## src/rtl/cpu_pkg.sv

```systemverilog
// Shared definitions for the 8-bit CPU: opcodes, per-opcode execute length,
// and the sequencer state encoding.
package cpu_pkg;

  localparam logic [2:0] OP_HLT = 3'd0;
  localparam logic [2:0] OP_SKZ = 3'd1;
  localparam logic [2:0] OP_ADD = 3'd2;
  localparam logic [2:0] OP_AND = 3'd3;
  localparam logic [2:0] OP_XOR = 3'd4;
  localparam logic [2:0] OP_LDA = 3'd5;
  localparam logic [2:0] OP_STO = 3'd6;
  localparam logic [2:0] OP_JMP = 3'd7;

  typedef enum logic [1:0] {
    ST_FETCH = 2'd0,
    ST_EXEC  = 2'd1,
    ST_HALT  = 2'd2
  } state_t;

  // Execute cycles after FETCH; the instruction register uses the same table.
  function automatic logic [2:0] exec_cycles(input logic [2:0] opcode);
    case (opcode)
      OP_HLT:                         exec_cycles = 3'd0;
      OP_SKZ, OP_JMP:                 exec_cycles = 3'd3;
      OP_STO:                         exec_cycles = 3'd4;
      default:                        exec_cycles = 3'd5;
    endcase
  endfunction

endpackage

```

## src/rtl/program_counter.sv

```systemverilog
// 5-bit program counter: load has priority over increment/skip; wraps mod 32.
module program_counter (
  input  logic       clk,
  input  logic       rst,
  input  logic       inc,
  input  logic       skip,
  input  logic       load,
  input  logic [4:0] load_value,
  output logic [4:0] pc
);

  always_ff @(posedge clk or posedge rst) begin
    if (rst)
      pc <= 5'd0;
    else if (load)
      pc <= load_value;
    else if (inc || skip)
      pc <= pc + 5'd1;
  end

endmodule

```

## src/rtl/instruction_sequencer.sv

```systemverilog
// Fetch/execute sequencer: drives the instruction byte stream and the
// memory/accumulator strobes, in lockstep with the instruction register.
//
//   state    | meaning
//   ST_FETCH | present mem[pc] to the IR, latch opcode/operand, pc+1
//   ST_EXEC  | count phase_cnt down N..1, issue per-opcode strobes
//   ST_HALT  | feed 8'h00 to the IR until resume
module instruction_sequencer
  import cpu_pkg::*;
(
  input  logic       clk,
  input  logic       rst,
  input  logic [7:0] mem_rdata,
  input  logic       ac_zero,
  input  logic       resume,
  output logic [4:0] mem_addr,
  output logic       mem_rd,
  output logic       mem_wr,
  output logic [7:0] ir_data,
  output logic       ac_load,
  output logic [4:0] pc_value,
  output logic       halted,
  output logic [2:0] phase_cnt
);

  state_t     state;
  logic [2:0] opcode;
  logic [4:0] operand;
  logic [2:0] phase_q;
  logic [4:0] pc;
  logic       last_exec;
  logic       alu_op;

  assign last_exec = (state == ST_EXEC) && (phase_q == 3'd1);
  assign alu_op    = (opcode == OP_ADD) || (opcode == OP_AND) ||
                     (opcode == OP_XOR) || (opcode == OP_LDA);

  program_counter u_pc (
    .clk        (clk),
    .rst        (rst),
    .inc        (state == ST_FETCH),
    .skip       (last_exec && (opcode == OP_SKZ) && ac_zero),
    .load       (last_exec && (opcode == OP_JMP)),
    .load_value (operand),
    .pc         (pc)
  );

  always_ff @(posedge clk or posedge rst) begin
    if (rst) begin
      state   <= ST_FETCH;
      opcode  <= OP_HLT;
      operand <= 5'd0;
      phase_q <= 3'd0;
    end else begin
      case (state)
        ST_FETCH: begin
          opcode  <= mem_rdata[7:5];
          operand <= mem_rdata[4:0];
          phase_q <= exec_cycles(mem_rdata[7:5]);
          state   <= (mem_rdata[7:5] == OP_HLT) ? ST_HALT : ST_EXEC;
        end
        ST_EXEC: begin
          phase_q <= phase_q - 3'd1;
          if (phase_q <= 3'd1) begin
            phase_q <= 3'd0;
            state   <= ST_FETCH;
          end
        end
        ST_HALT: begin
          if (resume)
            state <= ST_FETCH;
        end
        default: state <= ST_FETCH;
      endcase
    end
  end

  // Outputs are decoded from state and forced low while reset is held.
  always_comb begin
    mem_addr  = 5'd0;
    mem_rd    = 1'b0;
    mem_wr    = 1'b0;
    ir_data   = 8'h00;
    ac_load   = 1'b0;
    halted    = 1'b0;
    pc_value  = 5'd0;
    phase_cnt = 3'd0;
    if (!rst) begin
      pc_value  = pc;
      phase_cnt = phase_q;
      case (state)
        ST_FETCH: begin
          mem_addr = pc;
          mem_rd   = 1'b1;
          ir_data  = mem_rdata;
        end
        ST_EXEC: begin
          mem_addr = ((opcode == OP_SKZ) || (opcode == OP_JMP)) ? pc : operand;
          mem_rd   = alu_op;
          ac_load  = alu_op && (phase_q == 3'd1);
          mem_wr   = (opcode == OP_STO) && (phase_q == 3'd2);
        end
        ST_HALT: halted = 1'b1;
        default: ;
      endcase
    end
  end

endmodule
```

## config.mk

```make
export PLATFORM = sky130hd
export DESIGN_NAME = instruction_sequencer
export DESIGN_NICKNAME = d
export VERILOG_FILES = /design/src/rtl/cpu_pkg.sv /design/src/rtl/program_counter.sv /design/src/rtl/instruction_sequencer.sv
export SDC_FILE = /design/constraint.sdc
export NUM_CORES = 1
export LEC_CHECK = 0
export ABC_AREA = 0
export ABC_CLOCK_PERIOD_IN_PS = 1600
export BUFFER_PORTS_ARGS = -buffer_cell sky130_fd_sc_hd__buf_2
export CAP_MARGIN = 20
export CORE_MARGIN = 1
export CORE_UTILIZATION = 24
export CTS_BUF_LIST = sky130_fd_sc_hd__clkbuf_4
export CTS_CLUSTER_DIAMETER = 30
export CTS_CLUSTER_SIZE = 28
export DETAILED_ROUTE_END_ITERATION = 16
export PLACE_DENSITY_LB_ADDON = 0.3
export REMOVE_ABC_BUFFERS = 1
export SLEW_MARGIN = 20
export SYNTH_ARGS = -nofsm -noshare
export SYNTH_HDL_FRONTEND = slang
export SYNTH_SLANG_ARGS = --single-unit
export TNS_END_PERCENT = 30
```

## constraint.sdc

```tcl
create_clock -name clk -period 1.6 [get_ports clk]
set_input_delay 0.16 -clock clk [delete_from_list [all_inputs] [get_ports clk]]
set_output_delay 0.16 -clock clk [all_outputs]
set_load 0.01 [all_outputs]
```

; ---- Word level (Yosys, flattened, before mapping)
; Index checks and enable logic that the tools add are counted.
[word_totals]
ff_bits = 18
input_bits = 12
output_inout_bits = 25
word_cells = 65
[classes]
add_sub_neg = 2
magnitude_cmp = 1
eq_ne = 16
n_mux = 24
n_reduce_logical = 17
[op_table]
columns = operator, n
row1 = $mux W5, 5
row2 = $eq A3 B3 Y1 const B, 6
row3 = $mux W8, 2
row4 = $pmux W5 S2, 1
row5 = $eq A3 B1 Y1 const B, 3
row6 = $eq A3 B2 Y1 const B, 3
row7 = $pmux W3 S3, 1
row8 = $mux W1, 7
row9 = $logic_and A1 B1 Y1, 6
row10 = $mux W2, 3
row11 = $mux W3, 2
row12 = $pmux W2 S3, 1
row13 = $pmux W3 S2, 1
row14 = $add A5 B1 Y5 const B, 1
row15 = $logic_or A1 B1 Y1, 5
row16 = $reduce_bool A2 Y1, 2
row17 = $le A3 B1 Y1 const B, 1
row18 = $logic_not A3 Y1, 1
row19 = $sub A3 B1 Y3 const B, 1
row20 = $eq A2 B1 Y1 const B, 1
row21 = $eq A2 B2 Y1 const B, 1
row22 = $logic_not A2 Y1, 1
row23 = $ne A2 B1 Y1 const B, 1
row24 = $ne A2 B2 Y1 const B, 1
row25 = 3 further kinds, 3

; ---- Longest topological paths before layout
; Gate-level depths: netlist of run 1.
[logic_depth]
word_depth = 7
ltp_mapped = 7
mapped_depth_nobuf = 6

; ---- Modules after synthesis
; A second synthesis of run 1 with hierarchy kept.
[hier_totals]
cells_unflattened = 138
area_unflattened_um2 = 1248.7
[modules_own_cells]
columns = module, instances, cells_each, area_each_um2, seq_area_each_um2
row1 = instruction_sequencer, 1, 112, 979.7, 325.3
row2 = program_counter, 1, 26, 269.0, 125.1

; ---- Worst setup path before layout of run 1
; No wires, ideal clock.
[synth_timing]
kind = register to register
start = reg phase_q[1]
end = reg u_pc.pc[3]
setup_ps = 138
t_arrival_ps = 1460
t_required_ps = 1462
setup_slack_ps = 3
stages_incl_launch_ff = 8
n_path_buf = 1
period_less_slack_ps = 1597
path_cell_list = dfrtp_1 > inv_1 > ha_1 > and4bb_1 > and3_1 > buf_6 > mux2i_1 > o221ai_1
[synth_via]
elab_chain_cells = 6
elab_cells_between_ends = 8
cone_classes = eq/ne (1) / mux (1) / reduce/logical (6)
[synth_lines]
columns = element, line_no
row1 = from (decl), instruction_sequencer.sv:29  ; logic [2:0] phase_q;
row2 = from (signal assigned), instruction_sequencer.sv:59  ; phase_q <= exec_cycles(mem_rdata[7:5]);
row3 = from (signal assigned), instruction_sequencer.sv:63  ; phase_q <= phase_q - 3'd1;
row4 = $eq A3 B1 Y1 *, instruction_sequencer.sv:34  ; assign last_exec = (state == ST_EXEC) && (phase_q == 3'd1);
row5 = $logic_and A1 B1 Y1 *, instruction_sequencer.sv:34
row6 = $logic_and A1 B1 Y1 (2 in a row), instruction_sequencer.sv:42  ; .skip (last_exec && (opcode == OP_SKZ) && ac_zero),
row7 = $logic_or A1 B1 Y1, program_counter.sv:17  ; else if (inc || skip)
row8 = $reduce_bool A2 Y1 (no source line), n/a
row9 = to (signal assigned), program_counter.sv:16  ; pc <= load_value;
row10 = to (signal assigned), program_counter.sv:18  ; pc <= pc + 5'd1;
row11 = to (decl), program_counter.sv:9  ; output logic [4:0] pc
; Every way passes the cells marked *; elsewhere a longest branch is shown, timed or not.
; A chain may end at the register's enable or synchronous reset.

; ---- Worst setup path after layout of run 1
[layout_timing]
start = reg opcode[2]
end = out mem_addr[0]
[layout_via]
elab_chain_cells = 5
elab_cells_between_ends = 6
cone_classes = eq/ne (2) / mux (3) / reduce/logical (1)
[layout_lines]
columns = element, line_no
row1 = from (decl), instruction_sequencer.sv:27  ; logic [2:0] opcode;
row2 = from (signal assigned), instruction_sequencer.sv:57  ; opcode <= mem_rdata[7:5];
row3 = $eq A3 B1 Y1 / $eq A3 B3 Y1 (equally long branches), instruction_sequencer.sv:98  ; mem_addr = ((opcode == OP_SKZ) || (opcode == OP_JMP)) ? pc : operand;
row4 = $logic_or A1 B1 Y1 *, instruction_sequencer.sv:98
row5 = $mux W5 *, instruction_sequencer.sv:98
row6 = $pmux W5 S2 *, instruction_sequencer.sv:91  ; case (state)
row7 = $mux W5 *, instruction_sequencer.sv:88  ; if (!rst) begin
row8 = to (decl), instruction_sequencer.sv:16  ; output logic [4:0] mem_addr,
; Marked as above.

==> key figures, run 1 <==
Floorplan
  – I/O pins: 37
  – Initial Util: between 20 and 30%
  – # rows: 26
  – Die height: roughly 75 um
  – Die area: approximately 5700 sq um
  – Die width: between 70 and 80 um
  – Core ar.: just over 5000 sq um

Placement
  – Dpl hpwl: ~2600 um
  – Routability cong.: 0.8528
  – Post-Place Setup Slack: -23.18 ps
  – Port Buffer Count: 36

Worst setup path
  – Worst-path maximum fanout: 3
  – CP arrival: about 1600 ps
  – FF-to-FF path depth: 7
  – Critical path type: flip-flop to output port
  – Crit. End Element: output port
  – Required time worst endpoint: 1440 ps
  – Worst Setup Start Kind: flip-flop

Power
  – Register share of total power: between 20% and 30%
  – Clock Power Share: 6.8%
  – Sw power: approximately 0.0014 W
  – Logic pwr share: roughly two thirds
  – VDD IR max: between 0.6 and 0.7 mV
  – Pwr Total: 0.003365 W
  – Power Dens Cells: 1829 nW/um^2
  – LEAKAGE: 0.9234 nW
  – Pint: 0.001917 W
  – Sw frac: 43.04%

Synthesis
  – Post-Syn Area per Cell: about 8.6 sq um
  – Post-Syn Instances: 150
  – Number of flops mapped to enable cells by yosys: 0
  – Register area share after synthesis: between 30% and 40%
  – Ys Warns: 0
  – Unique masters post-synth: 39
  – Synthesized flop and latch total: 18
  – Ys flop type: dfrtp_1
  – Post-Syn Area: about 1300 sq um
  – Post-synth ARST share: 100.0%

Cells and area
  – Area Overhead vs Synth: 42.26%
  – Fin nets: 226
  – Diode count: 0
  – Filler instances: approximately 580
  – Layout cells sized above 1: between 40% and 50%

Timing
  – Worst-margin pin slew: around 460 ps
  – Post-route clock period utilization: 108.2%
  – Period minus WS final: around 1700 ps
  – Slew headroom: between 60% and 70%
  – Post-route setup slack: -131.0 ps
  – Unrepaired setup endpoints after global routing: true
  – Fmax: between 500 and 600 MHz
  – Clk_skew: about 4.7 ps
  – Final hold violation count: 0
  – Setup Viol. Count Final: 13
  – Slew Viols, Final: 0

Drt
  – Routed wire length per instance: between 10 and 15 um
  – M1 WL: between 1500 and 2000 um
  – DR top layer: met4
  – DRC marker count from the first detailed-route iteration: 55
  – Total iterations of the first detailed-routing run: 4
  – Met2 WL: ~1700 um
  – Avg Vias per Cell: 4.597
  – Met3 wire length: roughly 130 um
  – DRC Markers: 0
  – Final WL: about 3700 um
  – ANT nets after route: 0
  – Via count: roughly 1,300

Clock tree
  – CTS Buf Count: 3
  – CTS max path bufs: 2
  – TritonCTS Sinks: 18
  – CTS tree: built
  – H-tree Lvls: 1
  – Root buf cell: clkbuf_4
  – Clock latency at the later pin of the worst-skew pair: around 300 ps
  – Clock slew seen by the registers of the worst setup and hold paths: around 100 ps

Flow run
  – Maximum capacitance violations: 0

Global route
  – Initial antenna violation count: 0
  – First-pass GRT wire length: 5761 um
  – Grt total ovfl: 0
  – Total GRT Usage: ~14%
  – Largest net degree at the start of global routing: 15
  – Vias in the first global route: 1,178

Worst hold path
  – Hold Path Class: primary input to flip-flop
  – Hold path depth: 3

Status
  – Failing checks: negative setup slack
  – Outcome: complete, but fails checks
==> cells by family after synthesis <==
| group | after synthesis | share of synthesized area [%] |
|---|---|---|
| flip-flops | 18 | 34.82 |
| buffers and inverters | 15 | 5.803 |
| AND/OR/NAND/NOR | 77 | 30.46 |
| XOR/XNOR | 2 | 1.354 |
| adder cells (fa/ha/maj) | 4 | 3.869 |
| AO/OA/AOI/OAI | 22 | 14.31 |
| multiplexers | 12 | 9.381 |
==> per-layer routing <==
metal	vias to the layer above	GRT usage, %
met5	-	0
met3	2	1.455
met2	29	21.43
met4	0	5.556
li1	633	-
met1	614	19.02
==> cells in the final DEF, fill, tap and decap left out, drive strengths merged <==
cell type	n
dlygate4sd3	1
mux2i	11
buf	62
nand3	6
or2	2
a21o	1
o21ba	1
mux2	1
and2	2
nor3	2
inv	7
a311oi	1
a2111oi	1
o221ai	2
a22oi	1
xor2	1
nor2	15
o32a	1
a21boi	1
xnor2	1
and4bb	1
and3	8
dfrtp	18
nand2	26
nand4	1
o211ai	3
ha	4
nor3b	3
o22ai	1
o2bb2ai	1
nand3b	1
a21oi	2
o21ai	6
nor2b	9
and4b	1
clkbuf	3
==> cell usage after synthesis, types with 2 or more instances <==
cell,number,area share [%]
and3_1,8,3.9
mux2i_1,11,8.5
buf_2,3,1.2
nand2_1,26,7.5
dfrtp_1,18,35
a21oi_1,2,0.77
buf_6,2,1.7
nor2b_1,8,3.9
and2_1,2,0.97
o221ai_1,2,1.4
nand3_1,6,2.3
or2_1,2,0.97
nor2_1,14,4.1
o21ai_0,5,1.9
o211ai_1,3,1.7
clkbuf_1,3,0.87
ha_1,4,3.9
inv_1,7,2.0
nor3_1,2,0.77
nor3b_1,3,1.7
==> worst paths after layout <==
kind / slack, ps / from / endpoint
worst max-delay path: -130 / opcode[2] / mem_addr[0]
worst min-delay path: 60 / mem_rdata[4] / operand[4]
worst max register to register: -40 / phase_q[1] / u_pc.pc[4]
worst min register to register: 520 / operand[1] / operand[1]
max in group asynchronous: 730 / rst / operand[1]
min in group asynchronous: 210 / rst / operand[3]
==> through the flow <==
step	hold slack, ps	area (sq um)	TNS [ps]	cells	utilization (%)
global placement	304.1	1663	0	268	32.35
floorplan	136.0	1245	-233.0	142	-
global route	55.39	1841	-2321	278	35.81
CTS	48.11	1749	-1086	274	34.03
detailed placement	314.5	1663	-23.18	268	32.35
finish	55.75	1841	-857.4	278	35.81
==> repair_timing <==
item | 4_1_cts | 5_1_grt
cloned | 0 | 0
hold buffers | 1 | 0
pin swaps | 6 | 4
gates resized for setup | 10 | 15
endpoints found under the setup margin | 19 | 24
hold endpoints to repair | 4 | 0
setup buffers | 2 | 4
==> flip-flops by register name, indices dropped and copies added, names as in the netlist <==
name / flops
operand: 5
u_pc.pc: 5
phase_q: 3
opcode: 3
state: 2
==> worst max-delay path: stages, from the launching register on <==
cell and delay [ps]:
dfrtp_1 430, xnor2_2 180, a21boi_4 170, buf_6 140, mux2i_1 170, nor2_1 60
buf_2 130
==> cell type report <==
| type | instances | area, sq um | share of cell area [%] |
|---|---|---|---|
| multi-input combinational | 117 | 837.1 | 45.48 |
| timing repair buffer | 63 | 414.1 | 22.50 |
| inverter | 7 | 26.28 | 1.428 |
| sequential | 18 | 452.9 | 24.61 |
| clock buffer | 3 | 22.52 | 1.224 |
| tap | 70 | 87.58 | 4.759 |
==> power by group through the flow <==
| stage | registers (W) | clock network (W) | logic [W] |
|---|---|---|---|
| global route | 0.000972 | 0.000256 | 0.00243 |
| detailed placement | 0.000926 | 0 | 0.00186 |
| CTS | 0.000925 | 0.000241 | 0.00198 |
| floorplan | 0.000883 | 0 | 0.00111 |
| finish | 0.000937 | 0.000230 | 0.00220 |
| global placement | 0.000921 | 0 | 0.00187 |
(Power assumes the default switching activity.)
==> run 2: changes to the inputs <==
--- a/config.mk
+++ b/config.mk
@@ -17,6 +17,7 @@
 export DETAILED_ROUTE_END_ITERATION = 16
 export PLACE_DENSITY_LB_ADDON = 0.3
 export REMOVE_ABC_BUFFERS = 1
+export SETUP_SLACK_MARGIN = 0.15
 export SLEW_MARGIN = 20
 export SYNTH_ARGS = -nofsm -noshare
 export SYNTH_HDL_FRONTEND = slang
==> run 2 against run 1 <==
The run still ends with negative setup slack left. Register-to-register slack is essentially flat. Hold slack is essentially flat. Combinational power is essentially flat. Final area grew 0.82%. Global-route usage is essentially flat. First-iteration DRC count is the same. Final cell count grew 0.36%. Sequential share of layout area shrank 0.20 points. Die area is the same. Non-clock buffer count grew 1. Critical endpoint unchanged.
==> key figures, run 2 (synthesized netlist as in run 1, its figures left out) <==
Drt
  – Avg Vias per Cell: 4.613 (+0.34%)
  – Routed wire length per instance: 13.18 um (about the same)
  – Via count: 1,287 (+0.70%)
  – Final WL: 3678 um (+0.38%)
  – ANT nets after route: 0 (unchanged)
  – Total iterations of the first detailed-routing run: 4 (unchanged)
  – DRC marker count from the first detailed-route iteration: 55 (unchanged)
  – DRC Markers: 0 (unchanged)

Clock tree
  – Root buf cell: clkbuf_4
  – H-tree Lvls: 1 (unchanged)
  – CTS tree: built
  – Clock latency at the later pin of the worst-skew pair: 300 ps (about the same)
  – TritonCTS Sinks: 18 (unchanged)
  – CTS max path bufs: 2 (unchanged)
  – CTS Buf Count: 3 (unchanged)
  – Clock slew seen by the registers of the worst setup and hold paths: 100 ps (about the same)

Placement
  – Port Buffer Count: 36 (unchanged)
  – Dpl hpwl: 2643 um (unchanged)
  – Area after DPL: 1663 sq um (unchanged)
  – Routability cong.: 0.8528 (unchanged)

Cells and area
  – Fin nets: 227 (+0.44%)
  – Filler instances: 578 (+0.35%)
  – Diode count: 0 (unchanged)
  – Commonest non-fill, non-tap cell in the layout: buf_2
  – Area Overhead vs Synth: 43.42%
  – Most frequent cells in the layout: buf_2 (35), nand2_1 (26), buf_4 (20)
  – Largest registers: operand x5, u_pc.pc x5
  – Fin area: 1856 sq um (+0.82%)
  – Layout cells sized above 1: 41.63% (+0.76 points)

Global route
  – Initial antenna violation count: 0 (unchanged)
  – Total GRT Usage: 13.62% (+0.028 points)
  – Largest net degree at the start of global routing: 15 (unchanged)
  – Grt total ovfl: 0 (unchanged)
  – First-pass GRT wire length: 5768 um (+0.12%)
  – Vias in the first global route: 1,188 (+0.85%)

Flow run
  – Maximum capacitance violations: 0 (unchanged)

Worst setup path
  – Critical R2R Capture: u_pc.pc[4]
  – RR Startpoint: phase_q[1]
  – FF-to-FF path depth: 7 (unchanged)
  – Critical Path Source: opcode[2]
  – CP arrival: 1570 ps (about the same)
  – Worst-path maximum fanout: 3 (unchanged)
  – Worst Setup Start Kind: flip-flop
  – R2R Setup Slk: -50 ps (about the same)
  – Required time worst endpoint: 1440 ps (about the same)
  – Crit. End Element: output port
  – Worst setup path endpoint: mem_addr[0]
  – Critical path type: flip-flop to output port

Floorplan
  – Die height: 75.42 um (unchanged)
  – Initial Util: 25.17% (unchanged)
  – Die width: 75.42 um (unchanged)
  – # rows: 26 (unchanged)
  – Core ar.: 5140 sq um (unchanged)
  – Die area: 5688 sq um (unchanged)
  – I/O pins: 37 (unchanged)

Timing
  – Setup Viol. Count Final: 11 (-2)
  – Clk_skew: 3.789 ps (-0.8895 ps)
  – Slew Viols, Final: 0 (unchanged)
  – Worst-margin pin slew: 458.5 ps (-0.5991 ps)
  – Unrepaired setup endpoints after global routing: true
  – Final hold violation count: 0 (unchanged)
  – Period minus WS final: 1732 ps (+0.7570 ps)
  – Post-route clock period utilization: 108.2% (about the same)
  – Fmax: 577.5 MHz (about the same)
  – Slew headroom: 69.30% (about the same)
  – Tightest hold margin: 55.53 ps (-0.2154 ps)
  – Post-route setup slack: -131.7 ps (-0.7570 ps)

Power
  – VDD IR max: 0.6657 mV (-2.5%)
  – LEAKAGE: 0.9312 nW (+0.85%)
  – Power Dens Cells: 1830 nW/um^2 (+0.10%)

Status
  – Failing checks: negative setup slack
  – Outcome: complete, but fails checks

Worst hold path
  – Hold Path Class: primary input to flip-flop
## run 2: repair_timing
item                                    in CTS  in global routing
setup buffers                                3                  4
endpoints found under the setup margin      26                 25
resized for setup                           13                 14
hold buffers                                 1                  0
endpoints found under the hold margin        4                  0
pin swaps                                    6                  7
## run 2: metrics by stage
step | power, W | setup slack (ps) | util (%) | instances | setup TNS [ps]
4_1_cts | 0.003178 | -168.9 | 34.37 | 275 | -1039
3_5_place_dp | 0.002781 | -23.18 | 32.35 | 268 | -23.18
3_3_place_gp | 0.002790 | 25.28 | 32.35 | 268 | 0
5_1_grt | 0.003692 | -233.7 | 36.10 | 279 | -2185
6_report | 0.003396 | -131.7 | 36.10 | 279 | -819.3
2_1_floorplan | 0.001996 | -82.50 | - | 142 | -233.0
## run 2: metal layers
| layer | vias to the layer above | GRT usage [%] | wire [um] |
|---|---|---|---|
| met5 | - | 0 | 0 |
| met2 | 27 | 21.53 | 1748 |
| met3 | 4 | 1.455 | 129 |
| li1 | 637 | - | - |
| met1 | 619 | 19.02 | 1756 |
| met4 | 0 | 5.556 | 44 |
## run 2: worst max-delay path: stages (launching register included)
cell,delay [ps]
dfrtp_1,430
xnor2_2,180
a21boi_4,170
buf_6,140
mux2i_1,170
nor2_1,60
buf_2,130
## run 2: layout make-up
cell class	instances	area, sq um	share of cell area (%)
multi-input cells	117	840.8	45.31
clock buffers	3	22.52	1.214
well taps	70	87.58	4.720
flip-flops and latches	18	452.9	24.41
repair buffers	64	425.4	22.93
inverters	7	26.28	1.416
## run 2: worst min path at each step
stage,startpoint,end,slack [ps],cells after the start
4_1_cts,mem_rdata[2],operand[2],50,3
5_1_grt,mem_rdata[2],operand[2],60,3
6_report,mem_rdata[3],operand[3],60,3
2_1_floorplan,rst,opcode[0],140,1
3_5_place_dp,rst,operand[0],310,2
3_3_place_gp,rst,operand[0],300,2
## run 2: report_power, final
group / internal, W / leakage [nW] / switching, W
registers: 0.000664 / 0.210 / 0.000275
clock network: 0.0000878 / 0.0138 / 0.000143
logic: 0.00118 / 0.707 / 0.00104
total: 0.00193 / 0.931 / 0.00146
